## config.mk

```make
export PLATFORM = sky130hd
export DESIGN_NAME = uart_tx
export DESIGN_NICKNAME = d
export VERILOG_FILES = /design/src/rtl/uart_pkg.sv /design/src/rtl/uart_baud_gen.sv /design/src/rtl/uart_tx.sv
export SDC_FILE = /design/constraint.sdc
export NUM_CORES = 1
export LEC_CHECK = 0
export ABC_CLOCK_PERIOD_IN_PS = 2500
export CAP_MARGIN = 25
export CORE_AREA = 2 2 63 65
export CTS_CLUSTER_SIZE = 14
export DETAILED_ROUTE_END_ITERATION = 10
export DIE_AREA = 0 0 65 67
export PLACE_DENSITY = 0.61
export SLEW_MARGIN = 20
export SYNTH_ARGS = -nofsm -noshare
export SYNTH_HDL_FRONTEND = slang
export SYNTH_SLANG_ARGS = --single-unit
```

## constraint.sdc

```tcl
create_clock -name clk -period 2.5 [get_ports clk]
set_input_delay 0.625 -clock clk [delete_from_list [all_inputs] [get_ports clk]]
set_output_delay 0.625 -clock clk [all_outputs]
set_load 0.01 [all_outputs]
```

## src/rtl/uart_pkg.sv

```systemverilog
// -----------------------------------------------------------------------------
// uart_pkg
// Definitions shared by uart_tx and uart_rx: data width, the FSM state
// encoding, the baud divisor calculation, parameter legality and the parity
// helper. Keeping these here means a loopback of the two blocks uses the same
// bit timing.
// -----------------------------------------------------------------------------
package uart_pkg;

    localparam int unsigned DATA_W = 32'd8;

    typedef enum logic [2:0] {
        ST_IDLE   = 3'd0,
        ST_START  = 3'd1,
        ST_DATA   = 3'd2,
        ST_PARITY = 3'd3,
        ST_STOP   = 3'd4
    } uart_state_e;

    // Clock cycles per bit, truncating integer divide.
    function automatic int unsigned clks_per_bit(input int unsigned clock_freq,
                                                 input int unsigned baud_rate);
        return clock_freq / baud_rate;
    endfunction

    // A bit must last at least two clocks, and only one or two stop bits exist.
    function automatic bit params_ok(input int unsigned cpb,
                                     input int unsigned stop_bits);
        return (cpb >= 32'd2) && ((stop_bits == 32'd1) || (stop_bits == 32'd2));
    endfunction

    // Parity bit to append: even parity is the XOR of the data, odd inverts it.
    function automatic logic parity_bit(input logic [DATA_W-1:0] data,
                                        input logic              odd);
        return (^data) ^ odd;
    endfunction

endpackage

```

## src/rtl/uart_baud_gen.sv

```systemverilog
// -----------------------------------------------------------------------------
// uart_baud_gen
// Restartable bit-period counter. Counts 0..CLKS_PER_BIT-1 and wraps; the tick
// marks the last cycle of each bit period. While clear_i is high the count is
// held at zero so the first period after clear_i falls is a full bit long.
//
// Ports:
//   clk          system clock
//   rst_n        synchronous active-low reset
//   clear_i      hold the counter at zero
//   baud_tick_o  high in the last cycle of each bit period
// -----------------------------------------------------------------------------
module uart_baud_gen #(
    parameter int unsigned CLKS_PER_BIT = 32'd8
) (
    input  logic clk,
    input  logic rst_n,
    input  logic clear_i,
    output logic baud_tick_o
);

    localparam int unsigned CNT_W = $clog2(CLKS_PER_BIT);
    localparam logic [CNT_W-1:0] CNT_LAST = CNT_W'(CLKS_PER_BIT - 32'd1);

    logic [CNT_W-1:0] cnt_q;
    logic [CNT_W-1:0] cnt_d;

    assign baud_tick_o = (cnt_q == CNT_LAST);

    // Next count: clear, wrap at the terminal count, or increment.
    always_comb begin
        cnt_d = cnt_q;
        if (clear_i || baud_tick_o) begin
            cnt_d = '0;
        end else begin
            cnt_d = cnt_q + CNT_W'(1);
        end
    end

    // Count register with synchronous reset.
    always_ff @(posedge clk) begin
        if (!rst_n) begin
            cnt_q <= '0;
        end else begin
            cnt_q <= cnt_d;
        end
    end

endmodule

```

## src/rtl/uart_tx.sv

```systemverilog
// -----------------------------------------------------------------------------
// uart_tx
// UART transmitter. Accepts one byte per valid/ready handshake and sends it
// LSB first as start, 8 data bits, optional parity and one or two stop bits.
//
// Ports:
//   clk       system clock
//   rst_n     synchronous active-low reset
//   tx_data   byte to send, captured on the handshake edge
//   tx_valid  tx_data is valid
//   tx_ready  block can accept a byte this cycle (combinational)
//   tx        serial line, idle high (registered)
//   tx_busy   frame in progress (registered)
//   tx_done   one-cycle pulse when the frame completes (registered)
// -----------------------------------------------------------------------------
module uart_tx
    import uart_pkg::*;
#(
    parameter int unsigned CLOCK_FREQ = 32'd50000000,
    parameter int unsigned BAUD_RATE  = 32'd9600,
    parameter int unsigned PARITY_EN  = 32'd0,
    parameter int unsigned PARITY_ODD = 32'd0,
    parameter int unsigned STOP_BITS  = 32'd1
) (
    input  logic              clk,
    input  logic              rst_n,
    input  logic [DATA_W-1:0] tx_data,
    input  logic              tx_valid,
    output logic              tx_ready,
    output logic              tx,
    output logic              tx_busy,
    output logic              tx_done
);

    localparam int unsigned CLKS_PER_BIT = clks_per_bit(CLOCK_FREQ, BAUD_RATE);
    localparam logic        LAST_STOP    = 1'(STOP_BITS - 32'd1);

    if (!params_ok(CLKS_PER_BIT, STOP_BITS)) begin : g_param_err
        $error("uart_tx: CLKS_PER_BIT must be >= 2 and STOP_BITS must be 1 or 2");
    end

    uart_state_e       state_q,    state_d;
    logic [DATA_W-1:0] shreg_q,    shreg_d;
    logic [2:0]        bit_idx_q,  bit_idx_d;
    logic              stop_cnt_q, stop_cnt_d;
    logic              tx_q,       tx_d;
    logic              busy_q,     busy_d;
    logic              done_q,     done_d;
    logic              accept_s;
    logic              baud_tick_s;
    logic              baud_clear_s;

    // The bit counter idles at zero, so it restarts cleanly on acceptance.
    assign baud_clear_s = (state_q == ST_IDLE);

    uart_baud_gen #(
        .CLKS_PER_BIT (CLKS_PER_BIT)
    ) u_baud_gen (
        .clk         (clk),
        .rst_n       (rst_n),
        .clear_i     (baud_clear_s),
        .baud_tick_o (baud_tick_s)
    );

    assign tx_ready = (state_q == ST_IDLE) && rst_n;
    assign accept_s = tx_valid && tx_ready;
    assign tx       = tx_q;
    assign tx_busy  = busy_q;
    assign tx_done  = done_q;

    // Next-state and registered-output values; tx_d is the line level for the
    // bit that starts at the coming edge.
    always_comb begin
        state_d    = state_q;
        shreg_d    = shreg_q;
        bit_idx_d  = bit_idx_q;
        stop_cnt_d = stop_cnt_q;
        tx_d       = tx_q;
        busy_d     = busy_q;
        done_d     = 1'b0;
        case (state_q)
            ST_IDLE: begin
                tx_d   = 1'b1;
                busy_d = 1'b0;
                if (accept_s) begin
                    state_d    = ST_START;
                    shreg_d    = tx_data;
                    bit_idx_d  = 3'd0;
                    stop_cnt_d = 1'b0;
                    tx_d       = 1'b0;
                    busy_d     = 1'b1;
                end else begin
                    state_d = ST_IDLE;
                end
            end
            ST_START: begin
                if (baud_tick_s) begin
                    state_d = ST_DATA;
                    tx_d    = shreg_q[0];
                end else begin
                    state_d = ST_START;
                end
            end
            ST_DATA: begin
                if (baud_tick_s) begin
                    if (bit_idx_q == 3'd7) begin
                        if (PARITY_EN != 32'd0) begin
                            state_d = ST_PARITY;
                            tx_d    = parity_bit(shreg_q, PARITY_ODD != 32'd0);
                        end else begin
                            state_d = ST_STOP;
                            tx_d    = 1'b1;
                        end
                    end else begin
                        bit_idx_d = bit_idx_q + 3'd1;
                        tx_d      = shreg_q[bit_idx_q + 3'd1];
                    end
                end else begin
                    state_d = ST_DATA;
                end
            end
            ST_PARITY: begin
                if (baud_tick_s) begin
                    state_d = ST_STOP;
                    tx_d    = 1'b1;
                end else begin
                    state_d = ST_PARITY;
                end
            end
            ST_STOP: begin
                tx_d = 1'b1;
                if (baud_tick_s) begin
                    if (stop_cnt_q == LAST_STOP) begin
                        state_d = ST_IDLE;
                        busy_d  = 1'b0;
                        done_d  = 1'b1;
                    end else begin
                        stop_cnt_d = 1'b1;
                    end
                end else begin
                    state_d = ST_STOP;
                end
            end
            default: begin
                state_d = ST_IDLE;
                tx_d    = 1'b1;
                busy_d  = 1'b0;
            end
        endcase
    end

    // State and output registers; reset abandons any frame in flight.
    always_ff @(posedge clk) begin
        if (!rst_n) begin
            state_q    <= ST_IDLE;
            shreg_q    <= '0;
            bit_idx_q  <= 3'd0;
            stop_cnt_q <= 1'b0;
            tx_q       <= 1'b1;
            busy_q     <= 1'b0;
            done_q     <= 1'b0;
        end else begin
            state_q    <= state_d;
            shreg_q    <= shreg_d;
            bit_idx_q  <= bit_idx_d;
            stop_cnt_q <= stop_cnt_d;
            tx_q       <= tx_d;
            busy_q     <= busy_d;
            done_q     <= done_d;
        end
    end

endmodule

```

---- After elaboration in Yosys (flattened, before gate mapping) ----
Cells that the tools add are included.
W data, S select, Z words.
storage, ports and cells
  flip-flop bits (word level) ............. 31
  bits of input ports ..................... 11
  output and inout bits ................... 4
  word-level logic and storage cells ...... 72
operators by class
  add/subtract/negate cells ............... 2
  magnitude comparators ................... 1
  equality and inequality tests ........... 15
  mux-type cells .......................... 29
  bitwise operators ....................... 2
  reduce and logical (&&, ||, !) cells .... 15
operators by type and width
  operator                 number
  $mux W3                  8
  $pmux W3 S5              1
  $mux W1                  14
  $add A13 B1 Y13 const B  1
  $eq A13 B13 Y1 const B   1
  $reduce_and A3 Y1        4
  $ne A2 B1 Y1 const B     4
  $eq A3 B2 Y1 const B     2
  $eq A3 B3 Y1 const B     2
  $ne A2 B2 Y1 const B     3
  $ne A3 B3 Y1 const B     2
  $pmux W3 S2              1
  $lt A3 B4 Y1 const B     1
  $pmux W1 S4              1
  $reduce_and A2 Y1        2
  $reduce_and A4 Y1        1
  $reduce_bool A2 Y1       2
  $add A3 B1 Y3 const B    1
  $bmux W1 S3              1
  $eq A3 B1 Y1 const B     1
  $logic_not A3 Y1         1
  $pmux W1 S3              1
  $reduce_or A3 Y1         1
  $logic_and A1 B1 Y1      2
  other kinds (5)          6

---- Depth between registers and ports, before layout ----
  word-level depth ........................ 6
  gate-level depth with buffers ........... 7
  depth with buffers taken out ............ 6

---- Cells and area by module ----
From an unflattened synthesis, not the netlist that was laid out.
second synthesis, totals
  cell total of the unflattened synthesis .. 168
  area total of the unflattened synthesis .. 1560.2 um^2
by module, submodules not included
  module         instances  cells an instance  area each (um^2)  seq. area each (um^2)
  uart_tx        1          96                 838.3             340.3
  uart_baud_gen  1          72                 721.9             260.2

---- Worst setup path before layout ----
Ideal clock, no wire load.
  kind .................................... reg-to-reg
  from .................................... reg bit_idx_q[0]
  to ...................................... reg tx_q, in the netlist tx
  setup time .............................. 0.122 ns
  data arrival time ....................... 1.770 ns
  data required time ...................... 2.378 ns
  slack ................................... 0.608 ns
  stages on the path, launching flop included .. 7
  buffers on the path ..................... 0
  period minus slack after synthesis ...... 1.892 ns
  path through ............................ dfxtp_1 -> ha_1 -> ha_1 -> mux4_2 -> or3b_1 -> o311ai_0 -> o32a_1
on the way
  longest elaborated chain between the ends .. 6
  elaborated cells on any way between the ends .. 7
  those cells by class .................... 1 x add/sub; 1 x eq/ne; 5 x mux
ends and longest elaborated chain
  item                           line            source
  from (decl)                    uart_tx.sv:44   logic [2:0] bit_idx_q, bit_idx_d;
  from (signal assigned)         uart_tx.sv:165  bit_idx_q <= bit_idx_d;
  $add A3 B1 Y3                  uart_tx.sv:116  tx_d = shreg_q[bit_idx_q + 3'd1];
  $bmux W1 S3                    uart_tx.sv:116
  $mux W1 (implied by the code)  uart_tx.sv:116
  $mux W1 *                      uart_tx.sv:106  if (bit_idx_q == 3'd7) begin
  $mux W1 *                      uart_tx.sv:105  if (baud_tick_s) begin
  $pmux W1 S4 *                  uart_tx.sv:81   case (state_q)
  to (signal assigned)           uart_tx.sv:167  tx_q <= tx_d;
  to (decl)                      uart_tx.sv:46   logic tx_q, tx_d;
Mark *: on every way between the ends. The rest lies on a longest branch, timed or not. The select of a mux whose other input is x is not followed.
A chain may end at the register's enable or synchronous reset.

---- Final worst setup path ----
  from .................................... in rst_n
  to ...................................... out tx_ready
on the way
  longest elaborated chain between the ends .. 1
ends and longest elaborated chain
  item                 line           source
  from (decl)          uart_tx.sv:26  input logic rst_n,
  $logic_and A1 B1 Y1  uart_tx.sv:65  assign tx_ready = (state_q == ST_IDLE) && rst_n;
  to (decl)            uart_tx.sv:29  output logic tx_ready,
No other way between the ends.

==> reports/results.tsv <==
stage	metric	value	unit
power_and_ir_drop	Leak	0.5584	nW
setup_path	CP peak stage delay	0.48	ns
logic_synthesis	syn nets	180	
route	via/cell ratio	5.266	
clocking	CTS clk-pin slew, worst paths	0.06	ns
logic_synthesis	Cells after Synth	166	
clocking	Post-CTS Setup Bufs	0	
die	die area	4355	um^2
setup_path	Reg2Reg Launch Point	bit_idx_q[0]$_SDFFE_PN0P_	
setup_path	RR Endpoint	tx$_SDFFE_PN1P_	
final_layout	area of the multi-input gates	754.5	um^2
die	core area	3606	um^2
final_layout	most common cell after layout, fill and taps aside	dfxtp_1	
logic_synthesis	Post-synth EDFFs	0	
run	Max Cap Viol	0	
logic_synthesis	#FFs+latches synth	30	
logic_synthesis	mapped cell area	1429	um^2
timing	Final Hold Vio Count	0	
clocking	clock buffer depth	2	
die	Die W	65	um
setup_path	CP max-delay cell	clkdlybuf4s50_1	
timing	hold slack	0.4576	ns
place	DP Wirelength	1.958	mm
global_routing	initial antenna violation count	0	
route	routed via count	1206	
global_routing	first-pass GRT wire length	4.988	mm
timing	period utilisation layout	90.62	%
power_and_ir_drop	peak supply drop	0.2705	mV
route	Starting DRT DRC Count	87	
logic_synthesis	Seq/Total Area, Yosys	42.03	%
logic_synthesis	Cell variety after synth	39	
route	DR DRC count	0	
clocking	Clock Tree Root	clkbuf_8	
setup_path	worst-path cell chain	clkdlybuf4s50_1, nand2b_1, nor3_1, dlygate4sd2_1	
final_layout	Sequential Area	600.6	um^2
setup_path	CP Launch Type	input port	
final_layout	commonest non-fill, non-tap cells in the layout	30 x dfxtp_1, 21 x nand2_1, 17 x o21ai_0, 16 x nor2_1, 13 x clkdlybuf4s50_1	
timing	final worst clock skew	0.002809	ns
final_layout	Area Overhead vs Synth	17.16	%
clocking	htree depth	2	
setup_path	crit path DAT	1.64	ns
setup_path	CP startpoint	rst_n	
global_routing	vias in the first global route	1206	
final_layout	share of cells above drive strength 1	8.287	%
global_routing	Total GRT Usage	14.89	%
clocking	CTS Sinks	30	
timing	slew at the pin closest to its max-slew limit	0.5121	ns
logic_synthesis	warnings from Yosys	0	
timing	Max Fclk	441.4	MHz
setup_path	Critical Path End	tx_ready	
place	Placer Congestion	0.8484	
setup_path	Worst Path Required	1.88	ns
final_layout	Nets	196	
hold_path	hold crit path type	register to register	
clocking	CTS resizes	1	
timing	max-slew violation count	0	
setup_path	R2R Setup Slk	0.48	ns
final_layout	antenna cells	0	
logic_synthesis	Post-synth top flop	dfxtp_1	
setup_path	Max FO, Critical Path	2	
die	row cnt	22	
final_layout	Finished Cell Area	1674	um^2
power_and_ir_drop	Pwr Total	950.1	uW
timing	minimum clock period	2.266	ns
clocking	Worst-Skew Late Latency	0.28	ns
clocking	CTS tree	yes	
global_routing	grt total ovfl	0	
place	PortBufs	14	
setup_path	WS Path Type	input port to output pin	
power_and_ir_drop	power per cell area	567.6	nW/um^2
clocking	Num CTS Buffers	5	
route	drt pass-1 iters	4	
die	Die Y	67	um
logic_synthesis	Mean Syn Cell Area	8.608	um^2
final_layout	fill cell total of the finished layout	369	
route	WL/cell	11.82	um
global_routing	pin count of the biggest net entering global routing	17	
setup_path	depth of the most critical reg-to-reg path	6	
timing	Rel. slew slack	65.38	%
outcome	result of the run	complete, no violations	
timing	final worst slack	0.2344	ns
logic_synthesis	share of synthesized registers carrying an async set or reset	0	%
place	Area after DPL	1593	um^2
die	starting density of the core	39.63	%
timing	RSZ-0062 raised after global routing	no	
clocking	hold buffers post-CTS	0	
die	I/O pin count	15	
setup_path	Worst Setup End Kind	output pin	
route	routed wire length	2.707	mm
place	Post-Place Setup Slack	-0.07205	ns
timing	final setup fails	0	
route	post-route ant nets	0	
==> per-layer routing <==
layer  GRT usage (%)  vias to the layer above  routed length (um)
li1                -                      623                   -
met1           17.62                      565                1379
met2           24.48                       13                1191
met3           4.054                        5                  80
met4           7.979                        0                  56
met5               0                        -                   0
==> metrics by stage <==
step	util [%]	TNS, ns	instances
after floorplan	-	0	166
after global placement	44.17	0	223
after detailed placement	44.17	-0.07205	223
after CTS	46.43	0	229
after global routing	46.43	0	229
final	46.43	0	229
==> flip-flops by register name, summed over array words and instances, names as in the netlist <==
signal / count
tx_done: 1
state_q: 3
tx: 1
bit_idx_q: 3
u_baud_gen.cnt_q: 13
tx_busy: 1
shreg_q: 8
==> critical path, delay by kind of cell <==
family	cells	cell delay, ns
buf+inv	2	0.78
simple gates	2	0.24
==> power breakdown <==
part,internal [mW],leakage (nW),switching (mW),total [mW]
Sequential,0.493,0.244,0.00996,0.503
Clock,0.212,0.0431,0.162,0.373
Combinational,0.0403,0.271,0.0333,0.0736
Total,0.745,0.558,0.205,0.950
==> worst min-delay path by stage <==
stage               cells after the start                              to                            from
floorplan                               1  u_baud_gen.cnt_q[0]$_SDFF_PP0_  u_baud_gen.cnt_q[0]$_SDFF_PP0_
global placement                        1  u_baud_gen.cnt_q[0]$_SDFF_PP0_  u_baud_gen.cnt_q[0]$_SDFF_PP0_
detailed placement                      2         shreg_q[3]$_SDFFE_PN0P_         shreg_q[3]$_SDFFE_PN0P_
CTS                                     2         shreg_q[7]$_SDFFE_PN0P_         shreg_q[7]$_SDFFE_PN0P_
global route                            2         shreg_q[6]$_SDFFE_PN0P_         shreg_q[6]$_SDFFE_PN0P_
finish                                  2         shreg_q[3]$_SDFFE_PN0P_         shreg_q[3]$_SDFFE_PN0P_
==> logic make-up after synthesis <==
family	after synthesis	synth area share (%)
compound gates	35	14.01
xor+xnor	9	5.517
fa+ha+maj	3	2.627
buf+inv	12	5.166
flops	30	42.03
mux	2	3.152
simple gates	75	27.50
==> cells in the mapped netlist, types with 3 or more instances <==
cell	number	area, um^2
a21oi_1	10	50.05
or3_1	3	18.77
nand2_1	21	78.83
dfxtp_1	30	600.6
o21ai_0	17	85.08
nand3_1	7	35.03
nand4_1	5	31.28
nor3_1	3	15.01
nor2b_1	3	18.77
inv_1	4	15.01
xor2_1	3	26.28
buf_6	3	33.78
ha_1	3	37.54
nor2_1	16	60.06
xnor2_1	6	52.55
==> area by class of cell <==
type	count	area share, %
inverters	4	0.8969
flip-flops and latches	30	35.87
multi-input cells	124	45.07
repair buffers	17	9.641
well taps	48	3.587
clock buffers	6	4.933
(Power assumes the default switching activity.)
